`src/rtl/lsu_align_if.sv`:
```
// lsu_align_if: groups the core-side request/response and the data-memory port of lsu_align.
// Latency: none (plain signal bundle).
// Backpressure: stall travels core-ward through this bundle; no other flow control.
// Ports: req/we/funct3/addr/wdata in from the core, rdata/stall/misalign_err back to it;
//        dm_we/dm_a/dm_wd/dm_be out to memory, dm_rd back from memory (combinational on dm_a).
//        master = environment side (core + memory), slave = the alignment unit.
interface lsu_align_if;
  logic        req;
  logic        we;
  logic [2:0]  funct3;
  logic [31:0] addr;
  logic [31:0] wdata;
  logic [31:0] rdata;
  logic        stall;
  logic        misalign_err;
  logic        dm_we;
  logic [31:0] dm_a;
  logic [31:0] dm_wd;
  logic [3:0]  dm_be;
  logic [31:0] dm_rd;

  modport master (
    output req, we, funct3, addr, wdata, dm_rd,
    input  rdata, stall, misalign_err, dm_we, dm_a, dm_wd, dm_be
  );

  modport slave (
    input  req, we, funct3, addr, wdata, dm_rd,
    output rdata, stall, misalign_err, dm_we, dm_a, dm_wd, dm_be
  );
endinterface

```
`src/rtl/lsu_align.sv`:
```
// lsu_align: byte/half/word load-store alignment between execute stage and word-addressed data memory.
// Latency: aligned accesses are combinational (0 cycles); split word-crossing accesses take 2 cycles.
// Backpressure: stall is high during the first beat of a split; the core holds all inputs until it drops.
// Ports: clk, rst_n (async active-low); bus (lsu_align_if.slave) carries core request/response and memory port.
// Option: define LSU_MISALIGN_SPLIT_EN to split word-crossing accesses into two beats; when undefined
//         they are rejected with misalign_err and no state is kept.
module lsu_align (
  input  logic       clk,
  input  logic       rst_n,
  lsu_align_if.slave bus
);

  logic [1:0]  off;
  logic [4:0]  sh_lo;       // 8*off
  logic [4:0]  sh_hi;       // 32 - 8*off (mod 32), only used when off != 0
  logic [3:0]  size_mask;
  logic [6:0]  lane_mask;   // size mask shifted to the byte offset, may spill into the next word
  logic [31:0] word_a;
  logic        illegal;
  logic        misaligned;
  logic [31:0] lo_raw;
  logic [31:0] hi_raw;
  logic        in_second;
  logic        split_start;

  assign off   = bus.addr[1:0];
  assign sh_lo = {off, 3'b000};
  assign sh_hi = 5'd0 - sh_lo;

  always_comb begin
    case (bus.funct3[1:0])
      2'b00:   size_mask = 4'b0001;
      2'b01:   size_mask = 4'b0011;
      default: size_mask = 4'b1111;
    endcase
  end

  assign lane_mask  = {3'b000, size_mask} << off;
  assign misaligned = |lane_mask[6:4];
  assign word_a     = {bus.addr[31:2], 2'b00};
  assign lo_raw     = bus.dm_rd >> sh_lo;

  // A store with funct3[1:0]==11 is funct3 011 or 111, both already in this set.
  assign illegal = (bus.funct3 == 3'b011) || (bus.funct3 == 3'b110) || (bus.funct3 == 3'b111);

  function automatic logic [31:0] extend(input logic [2:0] f3, input logic [31:0] raw);
    case (f3)
      3'b000:  extend = {{24{raw[7]}}, raw[7:0]};
      3'b001:  extend = {{16{raw[15]}}, raw[15:0]};
      3'b100:  extend = {24'b0, raw[7:0]};
      3'b101:  extend = {16'b0, raw[15:0]};
      default: extend = raw;
    endcase
  endfunction

`ifdef LSU_MISALIGN_SPLIT_EN
  typedef enum logic {IDLE = 1'b0, SECOND = 1'b1} state_t;

  state_t      state;
  state_t      state_nxt;
  logic [31:0] lo_reg;    // low-word bytes of a split load, already shifted down

  assign split_start = bus.req && !illegal && misaligned && (state == IDLE);

  always_ff @(posedge clk or negedge rst_n) begin
    if (!rst_n) begin
      state  <= IDLE;
      lo_reg <= '0;
    end else begin
      state <= state_nxt;
      if (split_start && !bus.we) begin
        lo_reg <= lo_raw;
      end
    end
  end

  always_comb begin
    state_nxt = state;
    case (state)
      IDLE:    if (split_start) state_nxt = SECOND;
      SECOND:  state_nxt = IDLE;
      default: state_nxt = IDLE;
    endcase
  end

  assign in_second = (state == SECOND);
  // High-word bytes land above the ones captured from the first beat.
  assign hi_raw    = lo_reg | (bus.dm_rd << sh_hi);
`else
  assign in_second   = 1'b0;
  assign split_start = 1'b0;
  assign hi_raw      = '0;
  // Without the split path the unit is purely combinational.
  wire unused_clk = clk;
`endif

  always_comb begin
    bus.dm_a         = word_a;
    bus.dm_we        = 1'b0;
    bus.dm_be        = 4'b0000;
    bus.dm_wd        = bus.wdata << sh_lo;
    bus.rdata        = '0;
    bus.stall        = 1'b0;
    bus.misalign_err = 1'b0;
    if (rst_n) begin
      if (in_second) begin
        // Inputs are still held by the core, so the same offset/size drive the upper beat.
        bus.dm_a  = word_a + 32'd4;
        bus.dm_be = {1'b0, lane_mask[6:4]};
        bus.dm_wd = bus.wdata >> sh_hi;
        bus.dm_we = bus.req && bus.we;
        if (bus.req && !bus.we) begin
          bus.rdata = extend(bus.funct3, hi_raw);
        end
      end else if (bus.req) begin
        if (illegal || (misaligned && !split_start)) begin
          bus.misalign_err = 1'b1;
        end else begin
          bus.dm_be = lane_mask[3:0];
          bus.dm_we = bus.we;
          if (split_start) begin
            bus.stall = 1'b1;
          end else if (!bus.we) begin
            bus.rdata = extend(bus.funct3, lo_raw);
          end
        end
      end
    end
  end

endmodule
```
`src/flat_wrapper.sv`:
```
// flat-port wrapper written by rule: the top's interface ports become plain ports
module lsu_align_flat 
  (clk, rst_n, bus_req, bus_we, bus_funct3, bus_addr, bus_wdata, bus_dm_rd, bus_rdata, bus_stall, bus_misalign_err, bus_dm_we, bus_dm_a, bus_dm_wd, bus_dm_be);
  lsu_align_if bus_i ();
  input  logic clk;
  input  logic rst_n;
  input wire logic [$bits(bus_i.req)-1:0] bus_req;
  input wire logic [$bits(bus_i.we)-1:0] bus_we;
  input wire logic [$bits(bus_i.funct3)-1:0] bus_funct3;
  input wire logic [$bits(bus_i.addr)-1:0] bus_addr;
  input wire logic [$bits(bus_i.wdata)-1:0] bus_wdata;
  input wire logic [$bits(bus_i.dm_rd)-1:0] bus_dm_rd;
  output wire logic [$bits(bus_i.rdata)-1:0] bus_rdata;
  output wire logic [$bits(bus_i.stall)-1:0] bus_stall;
  output wire logic [$bits(bus_i.misalign_err)-1:0] bus_misalign_err;
  output wire logic [$bits(bus_i.dm_we)-1:0] bus_dm_we;
  output wire logic [$bits(bus_i.dm_a)-1:0] bus_dm_a;
  output wire logic [$bits(bus_i.dm_wd)-1:0] bus_dm_wd;
  output wire logic [$bits(bus_i.dm_be)-1:0] bus_dm_be;
  assign bus_i.req = bus_req;
  assign bus_i.we = bus_we;
  assign bus_i.funct3 = bus_funct3;
  assign bus_i.addr = bus_addr;
  assign bus_i.wdata = bus_wdata;
  assign bus_i.dm_rd = bus_dm_rd;
  assign bus_rdata = bus_i.rdata;
  assign bus_stall = bus_i.stall;
  assign bus_misalign_err = bus_i.misalign_err;
  assign bus_dm_we = bus_i.dm_we;
  assign bus_dm_a = bus_i.dm_a;
  assign bus_dm_wd = bus_i.dm_wd;
  assign bus_dm_be = bus_i.dm_be;
  lsu_align u_core (.clk(clk), .rst_n(rst_n), .bus(bus_i));
endmodule
```
`config.mk`:
```
export PLATFORM = sky130hd
export DESIGN_NAME = lsu_align_flat
export DESIGN_NICKNAME = d
export VERILOG_FILES = /design/src/rtl/lsu_align_if.sv /design/src/rtl/lsu_align.sv /design/src/flat_wrapper.sv
export SDC_FILE = /design/constraint.sdc
export NUM_CORES = 1
export LEC_CHECK = 0
export BUFFER_PORTS_ARGS = -buffer_cell sky130_fd_sc_hd__buf_2
export CORE_ASPECT_RATIO = 0.6
export CORE_MARGIN = 2
export CORE_UTILIZATION = 32
export DETAILED_ROUTE_END_ITERATION = 12
export GPL_TIMING_DRIVEN = 1
export PLACE_DENSITY = 0.81
export SYNTH_ARGS = -nofsm -noshare
export SYNTH_HDL_FRONTEND = slang
export SYNTH_SLANG_ARGS = --single-unit
```
`constraint.sdc`:
```
create_clock -name vclk -period 2.22
set_clock_uncertainty 0.15 [all_clocks]
set_input_delay 0.444 -clock vclk [all_inputs]
set_output_delay 0.444 -clock vclk [all_outputs]
set_load 0.005 [all_outputs]
```
==> impl_metrics.ini <==
[worst_setup_path]
required_ns = 1.63
path_cells = buf_8 > o31a_1 > nor2_1 > nand3b_1 > buf_12 > buf_12 > a21oi_2 > buf_2
crit_path_end_kind = output port
timing.critical_path.buf_inv = 4
cpPeakStageDelay_ns = 0.34
crit_path_max_fanout = 13
cpMostUsedCell = buf_12
cp.arrival_ns = 1.75
crit_path_start_kind = input pin
cp_slowest_cell = o31a_1
startpoint = bus_funct3[0]
crit_type = input pin to output port
crit_family = buffers and inverters

[routing]
vias = 2379
drc = 0
drt-initial-drc-count = 105
ant_nets = 0
drt_pass1_iterations = 4
routed_wl_um = 7040
vias_per_cell = 5.14
wl_per_cell_um = 15.2

[layout]
drive_gt1_share_pct = 52.6
antenna_cells = 0
finalNetCount = 502
nClkBuffers = 0
fill_cells = 498
multi_input_area_um2 = 1520
seq_area_um2 = 0
nFlopsAndLatches = 0
area_growth_pct = 56.2

[yosys]
netlist_area_um2 = 1730
synth_top_cell_area_share_pct = 19.1
synth_area_leaders = mux2i_1 19%, buf_4 14%, nor2_1 10%, a211oi_1 9.5%, a21oi_1 6.6%
netlist_instances = 277
yosys_warnings = 0
yosysTopAreaCell = mux2i_1
ys_types = 36
yosysSeqAreaShare_pct = 0
synth_area_per_cell_um2 = 6.25

[timing]
period_needed_ns = 2.34
fin_ws_ns = -0.124
hold_violations = 0
post-route-period-util_pct = 106
rsz0062_at_grt = true
hold_slack_ns = 0.738
slew_viol_final = 0
setup_viol = 32
setup-tns-final_ns = -2.03
fmax_mhz = 427

[global_route]
track_usage_pct = 21.4
grt_pass1_wl_um = 10600
grt_overflow = 0
grt_pass1_vias = 2234
grt_antenna_before_repair = 0
grt_max_degree = 27

[place]
hpwl_um = 5280
pre_cts_ws_ns = -0.238
gp_congestion = 0.833
io_buffer_count = 142

[die]
fp.dieH_um = 61.0
die_w_um = 99.0
start_util_pct = 33.8
ios = 206
fp.coreArea_um2 = 5130
rows = 20
die-area_um2 = 6040

[worst_hold_path]
hp-class = input pin to output port
hp-start = bus_addr[30]

[run_status]
violations = setup timing
outcome = finished, violations left

[flow_run]
drv_cap = 0

[power_and_ir_drop]
power_density_nw_per_um2 = 177
worst_ir_drop_vdd_v = 0.000117
power_leakage_nw = 1.42

[clock_network]
cts_hold_buf = 0
==> what timing repair did <==
item                                    in CTS  in global routing
endpoints found under the setup margin      49                 40
pin swaps                                   13                  5
endpoints found under the hold margin        0                  0
gates resized for setup                     23                 16
cloned                                       2                  0
setup buffers                                4                  1
==> cell usage after synthesis (2+ instances only) <==
library cell / n
nor2_1: 47
buf_4: 33
mux2i_1: 33
a21oi_1: 23
a211oi_1: 22
nand2_1: 20
nor2b_1: 17
and2_1: 15
o21ai_0: 15
clkbuf_1: 14
buf_2: 7
buf_1: 3
a21oi_2: 2
buf_6: 2
nand3b_1: 2
nor3_1: 2
==> worst paths after layout <==
kind	endpoint	cells after the start
setup / recovery	bus_rdata[13]	8
hold / removal	bus_dm_a[30]	0
==> layer usage <==
metal  vias to the layer above  share of wire [%]  GRT usage (%)
li1                       1168                  -              -
met3                         4                8.6           3.57
met4                         0               0.72           2.35
met1                      1079                 44           29.0
met5                         -                  0              0
met2                       128                 47           37.7
==> placed cells by master (no fill, tap or decap), types with 3 or more instances in the layout <==
| master | n |
|---|---|
| conb_1 | 3 |
| a21oi_1 | 14 |
| a21oi_2 | 11 |
| nand2_1 | 20 |
| buf_6 | 6 |
| o21ai_0 | 15 |
| nor2b_1 | 17 |
| buf_12 | 5 |
| nor2_2 | 3 |
| a211oi_2 | 7 |
| and2_1 | 15 |
| buf_4 | 22 |
| a211oi_1 | 15 |
| buf_2 | 140 |
| nor2_1 | 44 |
| mux2i_1 | 30 |
==> report_power, final <==
| group | switching [mW] | internal [mW] |
|---|---|---|
| Combinational | 0.243 | 0.234 |
| Sequential | 0 | 0 |
| Clock | 0 | 0 |
| Total | 0.243 | 0.234 |
==> stage by stage <==
step / cell area [µm²] / std cells / total power, mW / util [%]
after global placement: 2460 / 458 / 0.411 / 47.9
after global routing: 2710 / 463 / 0.522 / 52.7
after CTS: 2650 / 464 / 0.460 / 51.7
after floorplan: 1820 / 279 / 0.273 / -
final: 2710 / 463 / 0.478 / 52.7
after detailed placement: 2460 / 458 / 0.421 / 47.9
==> layout make-up <==
type	instances	share of cell area [%]
Timing Repair Buffer	176	40.5
Tap cell	66	3.05
Inverter	1	0.139
Multi-Input combinational cell	220	56.3
==> kinds of logic after synthesis <==
group | synth area share (%)
compound gates | 27.8
simple gates | 30.2
xor+xnor | 0.506
other cells | 0.217
buf+inv | 21.5
mux | 19.7
No activity file was read; power rests on OpenSTA's default activity.
